--- src/rtl/interfaz_alu.sv ---
`default_nettype none
// ============================================================================
// Module      : interfaz_alu
// Description : Collects operand A, operand B and opcode bytes from a UART
//               receiver, strobes the ALU, then sends the result byte back.
// Revision    : 1.0 - initial release
// ============================================================================
module interfaz_alu #(
    parameter int NB_DATA     = 8,
    parameter int NB_OPERADOR = 6,
    parameter int TIMEOUT     = 1000000
) (
    input  logic                   i_clk,
    input  logic                   i_reset,
    input  logic [NB_DATA-1:0]     i_rx_data,
    input  logic                   i_rx_done,
    input  logic [NB_DATA-1:0]     i_alu_result,
    input  logic                   i_tx_done,
    output logic [NB_DATA-1:0]     o_dato_a,
    output logic [NB_DATA-1:0]     o_dato_b,
    output logic [NB_OPERADOR-1:0] o_operador,
    output logic                   o_alu_valid,
    output logic [NB_DATA-1:0]     o_tx_data,
    output logic                   o_tx_start,
    output logic                   o_busy,
    output logic                   o_timeout
);

    localparam int                NB_CNT    = (TIMEOUT > 1) ? $clog2(TIMEOUT) : 1;
    localparam logic [NB_CNT-1:0] c_cnt_max = NB_CNT'(TIMEOUT - 1);

    typedef enum logic [2:0] {
        WAIT_A  = 3'd0,
        WAIT_B  = 3'd1,
        WAIT_OP = 3'd2,
        EXEC    = 3'd3,
        SEND    = 3'd4,
        WAIT_TX = 3'd5
    } state_t;

    state_t                 r_state;
    state_t                 w_next_state;
    logic [NB_CNT-1:0]      r_cnt;
    logic [NB_DATA-1:0]     r_dato_a;
    logic [NB_DATA-1:0]     r_dato_b;
    logic [NB_OPERADOR-1:0] r_operador;
    logic [NB_DATA-1:0]     r_tx_data;
    logic                   r_timeout;
    logic                   w_load_a;
    logic                   w_load_b;
    logic                   w_load_op;
    logic                   w_expire;
    logic                   w_cnt_run;
    logic                   w_cnt_hit;

    assign w_cnt_run = (r_state == WAIT_B) || (r_state == WAIT_OP);
    assign w_cnt_hit = (r_cnt == c_cnt_max);

    always_ff @(posedge i_clk or posedge i_reset) begin
        if (i_reset) begin
            r_state <= WAIT_A;
        end else begin
            r_state <= w_next_state;
        end
    end

    // A byte arriving on the expiry cycle wins over the timeout.
    always_comb begin
        w_next_state = r_state;
        w_load_a     = 1'b0;
        w_load_b     = 1'b0;
        w_load_op    = 1'b0;
        w_expire     = 1'b0;
        case (r_state)
            WAIT_A: begin
                if (i_rx_done) begin
                    w_load_a     = 1'b1;
                    w_next_state = WAIT_B;
                end
            end
            WAIT_B: begin
                if (i_rx_done) begin
                    w_load_b     = 1'b1;
                    w_next_state = WAIT_OP;
                end else if (w_cnt_hit) begin
                    w_expire     = 1'b1;
                    w_next_state = WAIT_A;
                end
            end
            WAIT_OP: begin
                if (i_rx_done) begin
                    w_load_op    = 1'b1;
                    w_next_state = EXEC;
                end else if (w_cnt_hit) begin
                    w_expire     = 1'b1;
                    w_next_state = WAIT_A;
                end
            end
            EXEC:    w_next_state = SEND;
            SEND:    w_next_state = WAIT_TX;
            WAIT_TX: begin
                if (i_tx_done) begin
                    w_next_state = WAIT_A;
                end
            end
            default: w_next_state = WAIT_A;
        endcase
    end

    // Counter only runs while waiting for the second or third byte of a frame.
    always_ff @(posedge i_clk or posedge i_reset) begin
        if (i_reset) begin
            r_cnt <= '0;
        end else if (w_cnt_run && !i_rx_done && !w_cnt_hit) begin
            r_cnt <= r_cnt + 1'b1;
        end else begin
            r_cnt <= '0;
        end
    end

    always_ff @(posedge i_clk or posedge i_reset) begin
        if (i_reset) begin
            r_dato_a   <= '0;
            r_dato_b   <= '0;
            r_operador <= '0;
            r_tx_data  <= '0;
            r_timeout  <= 1'b0;
        end else begin
            r_timeout <= w_expire;
            if (w_load_a) begin
                r_dato_a <= i_rx_data;
            end
            if (w_load_b) begin
                r_dato_b <= i_rx_data;
            end
            if (w_load_op) begin
                r_operador <= i_rx_data[NB_OPERADOR-1:0];
            end
            if (r_state == EXEC) begin
                r_tx_data <= i_alu_result;
            end
        end
    end

    assign o_dato_a    = r_dato_a;
    assign o_dato_b    = r_dato_b;
    assign o_operador  = r_operador;
    assign o_tx_data   = r_tx_data;
    assign o_timeout   = r_timeout;
    assign o_alu_valid = (r_state == EXEC);
    assign o_tx_start  = (r_state == SEND);
    assign o_busy      = (r_state == EXEC) || (r_state == SEND) || (r_state == WAIT_TX);

endmodule
`default_nettype wire
--- config.mk ---
export PLATFORM = sky130hd
export DESIGN_NAME = interfaz_alu
export DESIGN_NICKNAME = d
export VERILOG_FILES = /design/src/rtl/interfaz_alu.sv
export SDC_FILE = /design/constraint.sdc
export NUM_CORES = 1
export LEC_CHECK = 0
export ABC_CLOCK_PERIOD_IN_PS = 2600
export BUFFER_PORTS_ARGS = -buffer_cell sky130_fd_sc_hd__buf_4
export CAP_MARGIN = 15
export CORE_MARGIN = 8
export CORE_UTILIZATION = 50
export CTS_BUF_LIST = sky130_fd_sc_hd__clkbuf_16
export DETAILED_ROUTE_END_ITERATION = 12
export PLACE_DENSITY = 0.75
export SETUP_SLACK_MARGIN = 0.15
export SYNTH_ARGS = -nofsm -noshare
export SYNTH_HDL_FRONTEND = slang
export SYNTH_SLANG_ARGS = --single-unit
--- constraint.sdc ---
create_clock -name i_clk -period 2.6 [get_ports i_clk]
set_input_delay 0.26 -clock i_clk [delete_from_list [all_inputs] [get_ports i_clk]]
set_output_delay 0.26 -clock i_clk [all_outputs]
set_load 0.005 [all_outputs]
==> summary.md, run 1 <==
| Metric | Value |
|---|---|
| Minimum clock period | 2150 ps |
| Remaining global-route overflow | 0 |
| Prevailing post-synth register cell | dfrtp_1 |
| WL/cell | between 10 and 15 um |
| Non-filler instance count after layout | about 330 |
| Top Family by Delay on Critical Path | simple AND/OR/NAND/NOR gates |
| TritonCTS Buffers | 5 |
| CP Capture Type | register |
| Ant diodes | 0 |
| Routed wire length | 4730 um |
| Clock root buffer | clkbuf_16 |
| Placed cell area | ~2900 um2 |
| Period Utilization, post-route | 82.8% |
| Gate count after technology mapping | 210 |
| CP Launch Type | register |
| Most frequent cell after synthesis | dfrtp_1 |
| CTS Hold Buffers Added | 1 |
| Worst R2R Setup Slack | 450 ps |
| Worst setup path end | r_cnt[2] |
| Worst path slowest cell | or4_4 |
| Worst EP arrival | between 2000 and 2500 ps |
| Antenna violations before repair | 0 |
| Layout area overhead | 27.6% |
| Place WS | 439 ps |
| Crit path depth | 5 |
| CTS H-tree depth | 2 |
| FF/Latch Area | around 1400 um2 |
| Worst-path maximum fanout | 9 |
| Starting density of the core | ~51% |
| RSZ-0062 raised after global routing | no |
| CTS clock-pin slew for the worst setup and hold paths | 60 ps |
| Post-layout net count | 295 |
| Most area-hungry cell type in the Yosys netlist | dfrtp_1 |
| Worst Setup Slack, final | 447 ps |
| Leakage | 1.39 nW |
| GP Congestion | 0.842 |
| Num rows | 25 |
| Share of the synthesized area in the top cell type | 56.7% |
| Mapped Area | around 2400 um2 |
| Routed Antenna Nets | 0 |
| Final hold violations | 0 |
| Rel. slew slack | 53.2% |
| Unique masters post-synth | 37 |
| CTS max path bufs | 2 |
| Setup Skew | 5.77 ps |
| Reg2reg path depth | 5 |
| Setup-failing EPs final | 0 |
| Drt drc | 0 |
| Fillers | 361 |
| Flops & latches, synth | 54 |
| IO Port Bufs | 53 |
| Slew Viols, Final | 0 |
| Die Y | 85.1 um |
| Number of global-route vias before repair | 1670 |
| 1st-iter DRT viols | 65 |
| Max Clk Rate | 465 MHz |
| DPL Wire Length | 3580 um |
| Ys async rst share | 100% |
| WS Path Type | reg2reg |
| First-pass detailed-route iteration total | 4 |
| Area contributors post-synth | dfrtp_1 57%, mux2_1 10%, xnor2_1 5.1% |
| Worst-path cell chain | or4_1 > or4_4 > o21ai_4 > buf_12 > nor2_1 |
| Syn_nets | 231 |
| Syn avg cell area | roughly 11 um2 |
| Num Clock Sinks | 54 |
| Vias | roughly 1700 |
| Commonest cells post-synth | 54 x dfrtp_1, 30 x nand2_1, 22 x mux2_1, 16 x nor2_1, 14 x xnor2_1 |
| Worst flop-to-flop path endpoint | r_cnt[2] |
| Design area | between 3000 and 4000 um2 |
| Post-synthesis sequential area ratio | 56.7% |
| Vias per Instance | 5.22 |
| Max-cap viol count | 0 |
| Pwr Density | 963 nW/um2 |
| Sum of buffers and inverters on the critical path | 1 |
| First-pass GRT wire length | 7950 um |
| Yosys Warn Count | 0 |
| Worst Hold Class | in2reg |
| Post-CTS Repair Setup Buffers | 0 |
| Pin count of the biggest net entering global routing | 24 |
| TritonCTS clock tree | built |
| Share of cells above drive strength 1 | 30.2% |
| Boundary Pins | 54 |
| CP Data Required Time | 2780 ps |
| Sum Neg Setup Slack | 0 ps |
| Post-route core utilization | 65.3% |
| Area of the multi-input gates | around 980 um2 |
| Post-synth EDFFs | 0 |
| Core ar. | 4660 um2 |
| Die width | 85.1 um |
| Placed cell count | 320 |
| Critical Path Start | r_cnt[11] |
| Status | completed |
| Die ar. | 7240 um2 |
| Worst hold-check slack | 161 ps |
| # resized after CTS | 0 |
| Actual slew at the worst max-slew pin | ~700 ps |
| Worst-skew pair later-pin latency | 290 ps |
| VDD IR max | 0.000416 V |
| RR Startpoint | r_cnt[11] |
| Power Total | 2.93 mW |
| Crit-path max cell delay | approximately 540 ps |
| Aggregate global-route resource usage | 13.7% |
[cell usage in the layout (no fill, tap or decap), drive strengths merged, types with 2 or more instances in the layout]
| master | count |
|---|---|
| nand4 | 3 |
| inv | 7 |
| and2 | 3 |
| o221ai | 2 |
| buf | 60 |
| nor3 | 7 |
| o21ai | 3 |
| xnor2 | 14 |
| nand2 | 30 |
| or4b | 2 |
| nor3b | 2 |
| clkinv | 2 |
| or4 | 2 |
| nor2 | 26 |
| mux2 | 22 |
| a211oi | 3 |
| clkbuf | 5 |
| dfrtp | 54 |
| nand3 | 7 |
| nor4 | 5 |
| nand2b | 4 |
[power breakdown]
part	switching [mW]	leakage (nW)	internal [mW]	total [mW]
registers	0.166	0.689	1.11	1.28
logic	0.440	0.629	0.581	1.02
clock network	0.281	0.0672	0.352	0.633
[layer usage]
metal	part of all wire [%]	GRT usage, %	up-vias	routed length (um)
li1	-	-	855	-
met2	45	21.1	40	2150
met1	46	16.5	815	2180
met3	7.2	6.08	7	340
met5	0	0	-	0
met4	1.3	5.34	0	61
[worst reg2reg max path: cells and delay by family, from the launching register on]
| family | cells | cell delay (ps) |
|---|---|---|
| simple gates | 3 | 1120 |
| flops | 1 | 430 |
| compound gates | 1 | 310 |
| buf+inv | 1 | 180 |
[state kept, by name, summed over array words and instances (netlist names)]
register and count:
r_state 3, o_dato_a 8, o_tx_data 8, o_operador 6, o_timeout 1, r_cnt 20
o_dato_b 8
[worst min path at each step]
stage | start | to | slack (ps) | depth (start not counted)
3_3_place_gp | i_reset | o_dato_a[6] | 250 | 2
5_1_grt | i_alu_result[0] | o_tx_data[0] | 150 | 3
3_5_place_dp | i_reset | o_dato_a[6] | 250 | 2
2_1_floorplan | i_alu_result[0] | o_tx_data[0] | 370 | 2
4_1_cts | i_alu_result[2] | o_tx_data[2] | 150 | 3
6_report | i_alu_result[2] | o_tx_data[2] | 160 | 3
[area by class of cell]
| cell class | count | area share (%) |
|---|---|---|
| flip-flops and latches | 54 | 44.4 |
| multi-input cells | 145 | 32.3 |
| repair buffers | 61 | 15.5 |
| clock buffers | 5 | 4.11 |
| well taps | 54 | 2.22 |
| inverters | 7 | 0.863 |
| clock inverters | 3 | 0.534 |
[cells by family after synthesis]
family	after synthesis	share of synthesized area, %
simple gates	95	20.8
flops	54	56.7
mux	23	10.8
xor+xnor	15	5.51
compound gates	11	3.67
buf+inv	11	2.05
fa+ha+maj	1	0.525
No activity file was read; power rests on OpenSTA's default activity.
==> run 2, diff against run 1 <==
--- a/config.mk
+++ b/config.mk
@@ -5,7 +5,7 @@
 export SDC_FILE = /design/constraint.sdc
 export NUM_CORES = 1
 export LEC_CHECK = 0
-export ABC_CLOCK_PERIOD_IN_PS = 2600
+export ABC_CLOCK_PERIOD_IN_PS = 2100
 export BUFFER_PORTS_ARGS = -buffer_cell sky130_fd_sc_hd__buf_4
 export CAP_MARGIN = 15
 export CORE_MARGIN = 8
==> constraint.sdc (replaced) <==
create_clock -name i_clk -period 2.1 [get_ports i_clk]
set_input_delay 0.21 -clock i_clk [delete_from_list [all_inputs] [get_ports i_clk]]
set_output_delay 0.21 -clock i_clk [all_outputs]
set_load 0.005 [all_outputs]
==> run 2 against run 1 <==
Flip-flop and latch count is the same. Final area is 3.4% higher. Clock power grew 25%. Total power grew 26%. Wire length is 7.1% higher. Die area stayed put. Worst setup slack got worse by 290 ps. Global-route usage rose by 0.96 points. Combinational power rose by 29%. Worst hold slack worse by 49 ps. Highest routed layer unchanged.
==> summary.md, run 2 (synthesis results as in run 1) <==
| Metric | Value |
|---|---|
| First-pass GRT wire length | 8740 um (was 7950 um) |
| Aggregate global-route resource usage | 14.7% (was 13.7%) |
| Share of cells above drive strength 1 | 34.5% (was 30.2%) |
| WL/cell | 14.9 um (was 14.4 um) |
| Core ar. | 4660 um2 (unchanged) |
| Final hold violations | 0 (unchanged) |
| Post-route core utilization | 67.5% (was 65.3%) |
| CP Data Required Time | 2280 ps (was 2780 ps) |
| Layout area overhead | 32.0% (was 27.6%) |
| CP Capture Type | register (unchanged) |
| CTS clock-pin slew for the worst setup and hold paths | 70 ps (was 60 ps) |
| Setup Skew | 3.84 ps (was 5.77 ps) |
| Slew Viols, Final | 0 (unchanged) |
| Reg2reg path depth | 5 (unchanged) |
| Antenna violations before repair | 0 (unchanged) |
| First-pass detailed-route iteration total | 4 (unchanged) |
| Die Y | 85.1 um (unchanged) |
| Drt drc | 0 (unchanged) |
| Comb pwr share | 35.6% (was 34.8%) |
| Pin count of the biggest net entering global routing | 53 (was 24) |
| Vias | 1810 (was 1717) |
| Die ar. | 7240 um2 (unchanged) |
| Remaining global-route overflow | 0 (unchanged) |
| Number of global-route vias before repair | 1825 (was 1670) |
| Status | completed (unchanged) |
| Setup-failing EPs final | 0 (unchanged) |
| GP Congestion | 0.776 (was 0.842) |
| Sum Neg Setup Slack | 0 ps (unchanged) |
| Starting density of the core | 51.2% (unchanged) |
| Max Clk Rate | 516 MHz (was 465 MHz) |
| Minimum clock period | 1940 ps (was 2150 ps) |
| Switching Share | 30.6% (was 30.3%) |
| Die width | 85.1 um (unchanged) |
| Max FFs per register | 20 (unchanged) |
| Seq pwr share | 43.1% (was 43.6%) |
| Commonest non-fill, non-tap cells in the layout | 70 x buf_4, 53 x dfrtp_1, 30 x nand2_1 (was 59 x buf_4, 54 x dfrtp_1, 30 x nand2_1) |
| Post-layout net count | 307 (was 295) |
| Routed Antenna Nets | 0 (unchanged) |
| Vias per Instance | 5.31 (was 5.22) |
| Pwr Density | 1170 nW/um2 (was 963 nW/um2) |
| TritonCTS Buffers | 5 (unchanged) |
| Most common cell after layout, fill and taps aside | buf_4 (unchanged) |
| RSZ-0062 raised after global routing | yes (was no) |
| WS Path Type | reg2reg (unchanged) |
| Max-cap viol count | 0 (unchanged) |
| Rel. slew slack | 57.3% (was 53.2%) |
| Non-filler instance count after layout | 341 (was 329) |
| Clk pwr share | 21.4% (was 21.6%) |
| Worst EP arrival | 2120 ps (was 2330 ps) |
| Worst-path maximum fanout | 8 (was 9) |
| Leakage | 1.45 nW (was 1.39 nW) |
| Period Utilization, post-route | 92.3% (was 82.8%) |
| CTS max path bufs | 2 (unchanged) |
| IO Port Bufs | 53 (unchanged) |
| Worst R2R Setup Slack | 160 ps (was 450 ps) |
| Num rows | 25 (unchanged) |
| Worst Setup Slack, final | 161 ps (was 447 ps) |
| Ant diodes | 0 (unchanged) |
| Worst-skew pair later-pin latency | 290 ps (about the same) |
| TritonCTS clock tree | built (unchanged) |
| 1st-iter DRT viols | 89 (was 65) |
| Num Clock Sinks | 54 (unchanged) |
| Boundary Pins | 54 (unchanged) |
| Routed wire length | 5070 um (was 4730 um) |
| CTS H-tree depth | 2 (unchanged) |
| Int Pwr | 2.57 mW (was 2.04 mW) |
| Worst Hold Class | in2reg (unchanged) |
| Place WS | 80.7 ps (was 439 ps) |
| Hold path depth | 3 (unchanged) |
| CP Launch Type | register (unchanged) |
| Register bank with the most flops | r_cnt (unchanged) |
| Actual slew at the worst max-slew pin | 640 ps (was 699 ps) |
| Placed cell count | 330 (was 320) |
| Clock root buffer | clkbuf_16 (unchanged) |
| Net Switching | 1.13 mW (was 0.886 mW) |
| VDD IR max | 0.000421 V (was 0.000416 V) |
| DPL Wire Length | 3780 um (was 3580 um) |
==> run 2: layer usage <==
metal  track usage (%)  wire, um  vias to the layer above
met5                 0         0                        -
met3              5.02       340                        4
met4              4.05        39                        0
li1                  -         -                      876
met2              24.1      2520                       47
met1              17.9      2160                      883
==> run 2: final timing paths <==
kind | end | startpoint
worst min register to register | o_tx_data[7] | o_tx_data[7]
worst min-delay path | o_tx_data[7] | i_alu_result[7]
worst max register to register | r_cnt[6] | r_cnt[12]
worst max-delay path | r_cnt[6] | r_cnt[12]
max in group asynchronous | r_cnt[0] | i_reset
min in group asynchronous | o_dato_b[2] | i_reset
==> run 2: cell type report <==
type	count	area, um2
inverter	7	26.3
clock buffer	5	125
tap	54	67.6
multi-input combinational	145	1000
sequential	54	1350
timing repair buffer	73	558
fill	353	1510
clock inverter	3	17.5
==> run 2: power by group through the flow <==
stage | Combinational [mW] | Sequential [mW] | Clock [mW]
after global placement | 1.28 | 1.59 | 0
after CTS | 1.34 | 1.59 | 0.803
after global routing | 1.46 | 1.64 | 0.845
after detailed placement | 1.31 | 1.61 | 0
after floorplan | 0.612 | 1.57 | 0
final | 1.32 | 1.59 | 0.790
==> run 2: stage by stage <==
stage	total power, mW	cell area, um2	hold slack (ps)
3_3_place_gp	2.88	2960	66.3
5_1_grt	3.94	3150	123
2_1_floorplan	2.19	2380	315
3_5_place_dp	2.92	2960	70.5
6_report	3.70	3150	112
4_1_cts	3.73	3130	110
==> run 2: what timing repair did <==
| action | in CTS | in global routing |
|---|---|---|
| endpoints found under the hold margin | 2 | 0 |
| cloned | 0 | 0 |
| setup buffers | 2 | 0 |
| hold buffers | 1 | 0 |
| setup endpoints to repair | 15 | 16 |
| gates resized for setup | 2 | 5 |
| pin swaps | 2 | 4 |
==> run 2: critical path: stages, from the launching register on <==
cell	delay (ps)
dfrtp_1	370
or4_1	510
or4_4	540
o21ai_4	180
buf_6	170
nor2_1	60
